File: config.mk
export PLATFORM = sky130hd
export DESIGN_NAME = cache_arbiter
export DESIGN_NICKNAME = d
export VERILOG_FILES = /design/src/rtl/cache_arbiter_pkg.sv /design/src/rtl/cacheline_adapter.sv /design/src/rtl/cache_arbiter.sv
export SDC_FILE = /design/constraint.sdc
export NUM_CORES = 1
export LEC_CHECK = 0
export BUFFER_PORTS_ARGS = -buffer_cell sky130_fd_sc_hd__buf_2
export CELL_PAD_IN_SITES_DETAIL_PLACEMENT = 2
export CELL_PAD_IN_SITES_GLOBAL_PLACEMENT = 2
export CORE_AREA = 5 5 390 392
export DETAILED_ROUTE_END_ITERATION = 8
export DIE_AREA = 0 0 395 397
export HOLD_SLACK_MARGIN = 0.1
export PLACE_DENSITY = 0.46
export SYNTH_ARGS = -nofsm -noshare
export SYNTH_HDL_FRONTEND = slang
export SYNTH_SLANG_ARGS = --single-unit
File: constraint.sdc
create_clock -name clk -period 33.1 [get_ports clk]
set_input_delay 6.62 -clock clk [delete_from_list [all_inputs] [get_ports clk]]
set_output_delay 6.62 -clock clk [all_outputs]
set_load 0.01 [all_outputs]
File: src/rtl/cache_arbiter_pkg.sv
// Shared types and constants for the cache-to-memory arbitration path.
//   arb_state_t : arbiter FSM states
//   owner_t     : which cache owns (or last owned) the memory port
//   LINE_BITS / BEAT_BITS / BEATS : cacheline and burst geometry
//   line_base() : aligns a byte address to its cacheline base
package cache_mem_types;

  localparam int unsigned LINE_BITS = 256;
  localparam int unsigned BEAT_BITS = 64;
  localparam int unsigned BEATS     = LINE_BITS / BEAT_BITS;

  typedef enum logic [2:0] {
    IDLE,
    I_READ,
    D_READ,
    D_WRITE,
    DONE
  } arb_state_t;

  typedef enum logic {
    OWNER_I,
    OWNER_D
  } owner_t;

  // 32-byte lines: the low five address bits are dropped.
  function automatic logic [31:0] line_base(input logic [31:0] addr);
    return addr & ~32'h0000_001F;
  endfunction

endpackage

File: src/rtl/cacheline_adapter.sv
// Beat sequencing between a 256-bit cacheline and a 64-bit burst port.
//   start      : clear the beat counter (new burst granted)
//   load_wdata : latch wline as the outgoing writeback line
//   beat_ack   : memory accepted/returned the current beat
//   capture    : current burst is a read, store mem_rdata at beat k
//   mem_wdata  : outgoing beat k of the latched writeback line
//   rline      : assembled read line
//   done       : beat_ack on the final beat
module cacheline_adapter
  import cache_mem_types::*;
(
  input  logic                 clk,
  input  logic                 rst,
  input  logic                 start,
  input  logic                 load_wdata,
  input  logic [LINE_BITS-1:0] wline,
  input  logic                 beat_ack,
  input  logic                 capture,
  input  logic [BEAT_BITS-1:0] mem_rdata,
  output logic [BEAT_BITS-1:0] mem_wdata,
  output logic [LINE_BITS-1:0] rline,
  output logic                 done
);

  localparam int unsigned CNT_BITS = $clog2(BEATS);

  logic [CNT_BITS-1:0]  cnt_q, cnt_d;
  logic [LINE_BITS-1:0] rbuf_q, rbuf_d;
  logic [LINE_BITS-1:0] wbuf_q, wbuf_d;
  logic                 last_beat;

  // Read and write lines are kept apart so a writeback never disturbs the
  // last read line still presented to the caches.
  always_comb begin
    cnt_d     = cnt_q;
    rbuf_d    = rbuf_q;
    wbuf_d    = wbuf_q;
    mem_wdata = '0;

    if (start) begin
      cnt_d = '0;
    end else if (beat_ack) begin
      cnt_d = cnt_q + 1'b1;
    end

    if (load_wdata) begin
      wbuf_d = wline;
    end

    for (int unsigned b = 0; b < BEATS; b++) begin
      if (cnt_q == CNT_BITS'(b)) begin
        mem_wdata = wbuf_q[b*BEAT_BITS +: BEAT_BITS];
        if (beat_ack && capture) begin
          rbuf_d[b*BEAT_BITS +: BEAT_BITS] = mem_rdata;
        end
      end
    end

    last_beat = (cnt_q == CNT_BITS'(BEATS - 1));
    done      = beat_ack && last_beat;
  end

  always_ff @(posedge clk or posedge rst) begin
    if (rst) begin
      cnt_q  <= '0;
      rbuf_q <= '0;
      wbuf_q <= '0;
    end else begin
      cnt_q  <= cnt_d;
      rbuf_q <= rbuf_d;
      wbuf_q <= wbuf_d;
    end
  end

  assign rline = rbuf_q;

endmodule

File: src/rtl/cache_arbiter.sv
// Shares one burst memory port between the I-cache and the D-cache.
// Each granted cacheline request becomes a 4-beat 64-bit burst; the
// assembled line and a one-cycle resp pulse go back to the owner.
//   i_pmem_*  : I-cache line-read port (read, address, rdata, resp)
//   d_pmem_*  : D-cache line read/writeback port
//   mem_*     : burst memory port (read/write request, base address,
//               write beat, per-beat resp, read beat)
module cache_arbiter
  import cache_mem_types::*;
(
  input  logic                 clk,
  input  logic                 rst,

  input  logic                 i_pmem_read,
  input  logic [31:0]          i_pmem_address,
  output logic [LINE_BITS-1:0] i_pmem_rdata,
  output logic                 i_pmem_resp,

  input  logic                 d_pmem_read,
  input  logic                 d_pmem_write,
  input  logic [31:0]          d_pmem_address,
  input  logic [LINE_BITS-1:0] d_pmem_wdata,
  output logic [LINE_BITS-1:0] d_pmem_rdata,
  output logic                 d_pmem_resp,

  output logic                 mem_read,
  output logic                 mem_write,
  output logic [31:0]          mem_addr,
  output logic [BEAT_BITS-1:0] mem_wdata,
  input  logic                 mem_resp,
  input  logic [BEAT_BITS-1:0] mem_rdata
);

  arb_state_t state_q, state_d;
  // Owner of the current burst; after completion it is the last grant and
  // drives the fairness rule. Resets to I so D wins the first contention.
  owner_t     owner_q, owner_d;

  logic [31:0] addr_q, addr_d;
  logic        mem_read_q, mem_read_d;
  logic        mem_write_q, mem_write_d;
  logic        i_resp_q, i_resp_d;
  logic        d_resp_q, d_resp_d;

  logic                 start, load_wdata;
  logic                 in_xfer, capture, beat_ack, done;
  logic                 d_req, grant_d;
  logic [LINE_BITS-1:0] rline;

  assign in_xfer  = (state_q == I_READ) || (state_q == D_READ) || (state_q == D_WRITE);
  assign capture  = (state_q == I_READ) || (state_q == D_READ);
  assign beat_ack = mem_resp && in_xfer;

  assign d_req   = d_pmem_read || d_pmem_write;
  // D wins unless it had the previous grant and I is waiting.
  assign grant_d = d_req && !((owner_q == OWNER_D) && i_pmem_read);

  always_comb begin
    state_d     = state_q;
    owner_d     = owner_q;
    addr_d      = addr_q;
    mem_read_d  = mem_read_q;
    mem_write_d = mem_write_q;
    i_resp_d    = 1'b0;
    d_resp_d    = 1'b0;
    start       = 1'b0;
    load_wdata  = 1'b0;

    case (state_q)
      IDLE: begin
        if (grant_d) begin
          start   = 1'b1;
          owner_d = OWNER_D;
          addr_d  = line_base(d_pmem_address);
          if (d_pmem_write) begin
            state_d     = D_WRITE;
            mem_write_d = 1'b1;
            load_wdata  = 1'b1;
          end else begin
            state_d    = D_READ;
            mem_read_d = 1'b1;
          end
        end else if (i_pmem_read) begin
          start      = 1'b1;
          owner_d    = OWNER_I;
          addr_d     = line_base(i_pmem_address);
          state_d    = I_READ;
          mem_read_d = 1'b1;
        end
      end

      I_READ, D_READ, D_WRITE: begin
        if (done) begin
          state_d     = DONE;
          mem_read_d  = 1'b0;
          mem_write_d = 1'b0;
          if (owner_q == OWNER_I) begin
            i_resp_d = 1'b1;
          end else begin
            d_resp_d = 1'b1;
          end
        end
      end

      DONE: begin
        state_d = IDLE;
      end

      default: begin
        state_d     = IDLE;
        mem_read_d  = 1'b0;
        mem_write_d = 1'b0;
      end
    endcase
  end

  always_ff @(posedge clk or posedge rst) begin
    if (rst) begin
      state_q     <= IDLE;
      owner_q     <= OWNER_I;
      addr_q      <= '0;
      mem_read_q  <= 1'b0;
      mem_write_q <= 1'b0;
      i_resp_q    <= 1'b0;
      d_resp_q    <= 1'b0;
    end else begin
      state_q     <= state_d;
      owner_q     <= owner_d;
      addr_q      <= addr_d;
      mem_read_q  <= mem_read_d;
      mem_write_q <= mem_write_d;
      i_resp_q    <= i_resp_d;
      d_resp_q    <= d_resp_d;
    end
  end

  cacheline_adapter u_adapter (
    .clk        (clk),
    .rst        (rst),
    .start      (start),
    .load_wdata (load_wdata),
    .wline      (d_pmem_wdata),
    .beat_ack   (beat_ack),
    .capture    (capture),
    .mem_rdata  (mem_rdata),
    .mem_wdata  (mem_wdata),
    .rline      (rline),
    .done       (done)
  );

  assign mem_read     = mem_read_q;
  assign mem_write    = mem_write_q;
  assign mem_addr     = addr_q;
  assign i_pmem_resp  = i_resp_q;
  assign d_pmem_resp  = d_resp_q;
  assign i_pmem_rdata = rline;
  assign d_pmem_rdata = rline;

endmodule

; ---- After elaboration in Yosys (flattened, before gate mapping)
; Cells that the tools add are included.
; Widths: inputs -> output; s select.
[totals]
ff_bits = 554
input_bits = 390
out_inout_bits = 612
[op_classes]
n_addsub = 1
n_eq_ne = 12
n_mux = 35
bitwise = 1
reduce_logical = 22
[ops]
columns = cell, count
row1 = $mux 64, 4
row2 = $mux 32, 2
row3 = $mux 1, 21
row4 = $reduce_and 2->1, 6
row5 = $mux 3, 3
row6 = $reduce_and 4->1, 2
row7 = $eq 3x2->1 const B, 2
row8 = $ne 2x2->1 const B, 3
row9 = $ne 3x3->1 const B, 2
row10 = $pmux 1 s3, 2
row11 = $pmux 3 s2, 1
row12 = $logic_and 1x1->1, 5
row13 = $eq 2x2->1 const B, 2
row14 = $mux 2, 2
row15 = $reduce_bool 2->1, 2
row16 = $eq 3x1->1 const B, 1
row17 = $eq 3x3->1 const B, 1
row18 = $logic_not 3->1, 1
row19 = $logic_or 1x1->1, 3
row20 = $reduce_or 3->1, 1
row21 = $add 2x1->2 const B, 1
row22 = $eq 2x1->1 const B, 1
row23 = $logic_not 2->1, 1
row24 = $logic_not 1->1, 1
row25 = $not 1->1, 1

; ---- Logic depth before layout (Yosys ltp)
[depth]
word_depth = 7
depth_mapped = 8

; ---- Hierarchy
; A second synthesis with hierarchy kept.
[unflattened]
cells_unflattened = 1783
area_unflattened_um2 = 24735.0
[by_module_without_submodules]
columns = mod, n_inst, cells_per_inst, area_each_um2
row1 = cacheline_adapter, 1, 1396, 20892.5
row2 = cache_arbiter, 1, 387, 3842.4

; ---- Worst setup path before layout
; Ideal clock, no wire load.
[synth_timing]
kind = register to output
startpoint = register u_adapter.cnt_q[1]
endpoint = output port mem_wdata[19]
arrival_time_ps = 1735
required_ps = 26480
setup_slack_ps = 24745
stages_incl_launch_ff = 9
n_path_buf = 3
cell_sequence = dfrtp_1 > inv_1 > ha_1 > buf_2 > clkbuf_1 > buf_1 > a21oi_1 > o21ai_0 > a22o_1
[synth_via]
elab_chain_len = 5
word_cells_on_any_way = 8
cone_classes = eq/ne (3) / mux (4) / reduce/logical (1)
[synth_rtl]
columns = item, line_no
row1 = from (decl), cacheline_adapter.sv:27  ; logic [CNT_BITS-1:0] cnt_q, cnt_d;
row2 = from (signal assigned), cacheline_adapter.sv:69  ; cnt_q <= cnt_d;
row3 = $logic_not 2->1, cacheline_adapter.sv:51  ; if (cnt_q == CNT_BITS'(b)) begin
row4 = $mux 64 (3 in a row), cacheline_adapter.sv:51
row5 = $mux 64 *, cacheline_adapter.sv:51
row6 = to (decl), cache_arbiter.sv:29  ; output logic [BEAT_BITS-1:0] mem_wdata,
; Every way passes the cells marked *; elsewhere a longest branch is shown, timed or not.

; ---- Worst setup path in the final report
[layout_timing]
startpoint = register u_adapter.cnt_q[0]
endpoint = output port mem_wdata[15]
; Same word-level chain as after synthesis.

==> impl_results.md <==
* Kind of critical path: reg2out
* Setup WS post-layout at 22.48 ns
* Reg-to-reg endpoint: u_adapter.rline[254]
* Crit share post-route at between 30% and 40%
* Max VDD drop at 0.00004077 V
* # Max-Cap Violations at 0
* Post-synth top area share at 54.72%
* R2R Path Start: u_adapter.cnt_q[0]
* CTS Sinks at between 500 and 600
* Flops & latches, synth at 549
* Hold Buf Count CTS at 0
* DIE WIDTH at between 300 and 400 um
* Max Slew Vio Count at 0
* Wire per inst at 24.21 um
* Syn avg cell area at 13.13 um^2
* WL final at 112900 um
* Worst Setup End Kind: output pin
* Dominant cell type by area after synthesis: dfrtp_1
* Clk root buf: clkbuf_16
* Mapped Area at 25110 um^2
* CP max FO at 75
* Final setup viols at 0
* Setup TNS Final at 0 ns
* Slowest cell delay on critical path at 0.76 ns
* CTS H-tree depth at 3
* Critical Path RT at 26.48 ns
* Layout Nets at between 3000 and 4000
* HPWL Detailed at approximately 85000 um
* CP Buf/Inv Count at 4
* Die Y at just under 400 um
* Placer Congestion at between 0.7 and 0.8
* CP Cell Sequence: inv_1 -> ha_4 -> buf_4 -> buf_4 -> a21oi_1 -> o21ai_0 -> a22o_1 -> buf_2
* CP max-delay cell: buf_4
* Most frequent cell on the critical path: buf_4
* Slew HR at about 23%
* DIE AREA at 156800 um^2
* Port Buffer Count at 986
* GRT Total Usage at 13.88%
* CTS max path bufs at 3
* Cells on worst reg2reg path at 4
* Crit path time final at ~11 ns
* Highest clock rate at 94.19 MHz
* Cell family with most CP delay: buffers and inverters
* Critical Path AT at 4.00 ns
* P per Cell Area at 112.8 nW/um^2
* Worst Setup SP: u_adapter.cnt_q[0]
* Worst reg2reg setup slack at 29.88 ns
* Cell depth of the worst hold path at 1
* CTS tree: yes
* Post-CTS resize count at 0
* Synth warn at 0
* Clock Latency Late Sink at 0.67 ns
* Syn-to-layout area delta at 30.47%
* Site Rows at around 140
* Netlist cell types at 32
* # DRC at 0
* Most frequent cells in the layout: buf_2, dfrtp_1, mux2_2
* Main area contributors after synthesis: dfrtp_1, mux2_2, buf_4
* Share of layout cells above drive strength 1 at 62.48%
* RSZ-0062 raised after global routing: false
* Largest net degree at the start of global routing at ~160
* Final Hold Viols at 0
* Hold slack final at 0.4973 ns
* Core Region at 148500 um^2
* Status: finished clean
* Initial antenna violation count at 95
* Setup crit start kind: flop
* Clock Skew at 0.03349 ns
* Worst Hold End: mem_addr[22]
* Post-synthesis cell count at 1912
* Hold WC Path Type: reg2reg
* Hold path start: mem_addr[22]
* DR pass1 iterations at 4
* Pre-CTS setup slack at 23.05 ns
* ANT nets after route at 0
* I/O pin count at approximately 1000
* Most common cell after layout, fill and taps aside: buf_2
* Worst-Margin Slew at 1.154 ns
* Leakage at 15.66 nW
* Post-route cell area at ~33000 um^2
* GRT overflow at 0
* Vias in the first global route at 19673
* Drt initial violations at 560
* First-pass GRT wire length at 157000 um
* Vias per cell at 3.839
* Starting Density at 16.90%
* Postcts setup bufs at 0
* DR vias at about 18000
* Num CTS Buffers at 76
* Clock-pin slew on the worst setup and hold paths at 0.06 ns
* Placed cell areas at 30080 um^2
* Register area share after synthesis at between 50% and 60%
==> cells in the mapped netlist, drive strengths merged <==
cell	instances
nor3	1
conb	1
and3	2
and2	1
nor2b	3
a21boi	1
xor2	1
clkbuf	39
o21ai	69
o311ai	1
nand3	5
mux2	567
or2	1
nand2b	1
inv	68
a21oi	131
a22o	65
o31ai	1
dfrtp	549
ha	4
o31a	1
nand2	67
nor2	1
a2bb2oi	1
buf	331
==> power by group <==
| part | switching [mW] | internal (mW) | leakage, nW |
|---|---|---|---|
| Combinational | 0.870 | 0.704 | 7.78 |
| Clock | 0.339 | 0.517 | 1.26 |
| Sequential | 0.255 | 1.01 | 6.62 |
==> metal layers <==
| layer | GRT usage [%] | up-vias | wire length (um) |
|---|---|---|---|
| met5 | 0 | - | 509 |
| met3 | 6.377 | 222 | 10350 |
| li1 | - | 7868 | - |
| met1 | 15.96 | 9071 | 44480 |
| met2 | 23.14 | 674 | 54040 |
| met4 | 4.153 | 72 | 3515 |
==> how the worst max path moves through the flow <==
| stage | endpoint | slack [ns] | cells past startpoint |
|---|---|---|---|
| floorplan | d_pmem_resp | 11.13 | 1 |
| global placement | mem_wdata[15] | 23.07 | 8 |
| detailed placement | mem_wdata[15] | 23.05 | 8 |
| CTS | mem_wdata[15] | 22.29 | 8 |
| global route | mem_wdata[15] | 22.23 | 8 |
| finish | mem_wdata[15] | 22.48 | 8 |
==> flip-flops by register name, indices dropped and copies added (netlist names) <==
register          count
owner_q               1
u_adapter.wbuf_q    256
u_adapter.rline     256
mem_read              1
u_adapter.cnt_q       2
d_pmem_resp           1
mem_addr             27
mem_write             1
i_pmem_resp           1
state_q               3
==> cell families after synthesis <==
group                      Yosys count  synth area share [%]
AOI/OAI and AO/OA                  270                 6.419
xor gates and xnor gates             1                0.1096
adders and majority gates            4                0.1993
buffers and inverters              438                 11.61
DFF                                549                 54.72
muxes                              567                 25.43
other                                1               0.01494
and+or+nand+nor                     82                 1.505
==> through the flow <==
| step | utilization [%] | instances | power, mW |
|---|---|---|---|
| 2_1_floorplan | - | 1916 | 2.271 |
| 3_3_place_gp | 20.25 | 4493 | 2.883 |
| 3_5_place_dp | 20.25 | 4493 | 2.910 |
| 4_1_cts | 21.99 | 4628 | 3.807 |
| 5_1_grt | 22.01 | 4636 | 3.953 |
| 6_report | 22.05 | 4664 | 3.694 |
==> area by class of cell <==
type	instances	area, um^2
inverter	68	262.8
sequential	549	13740
fill	16605	115800
timing repair buffer	1003	5100
antenna	36	90.09
clock inverter	29	411.6
clock buffer	106	2176
multi-input combinational	929	8547
tap	1944	2432
(Power assumes the default switching activity.)
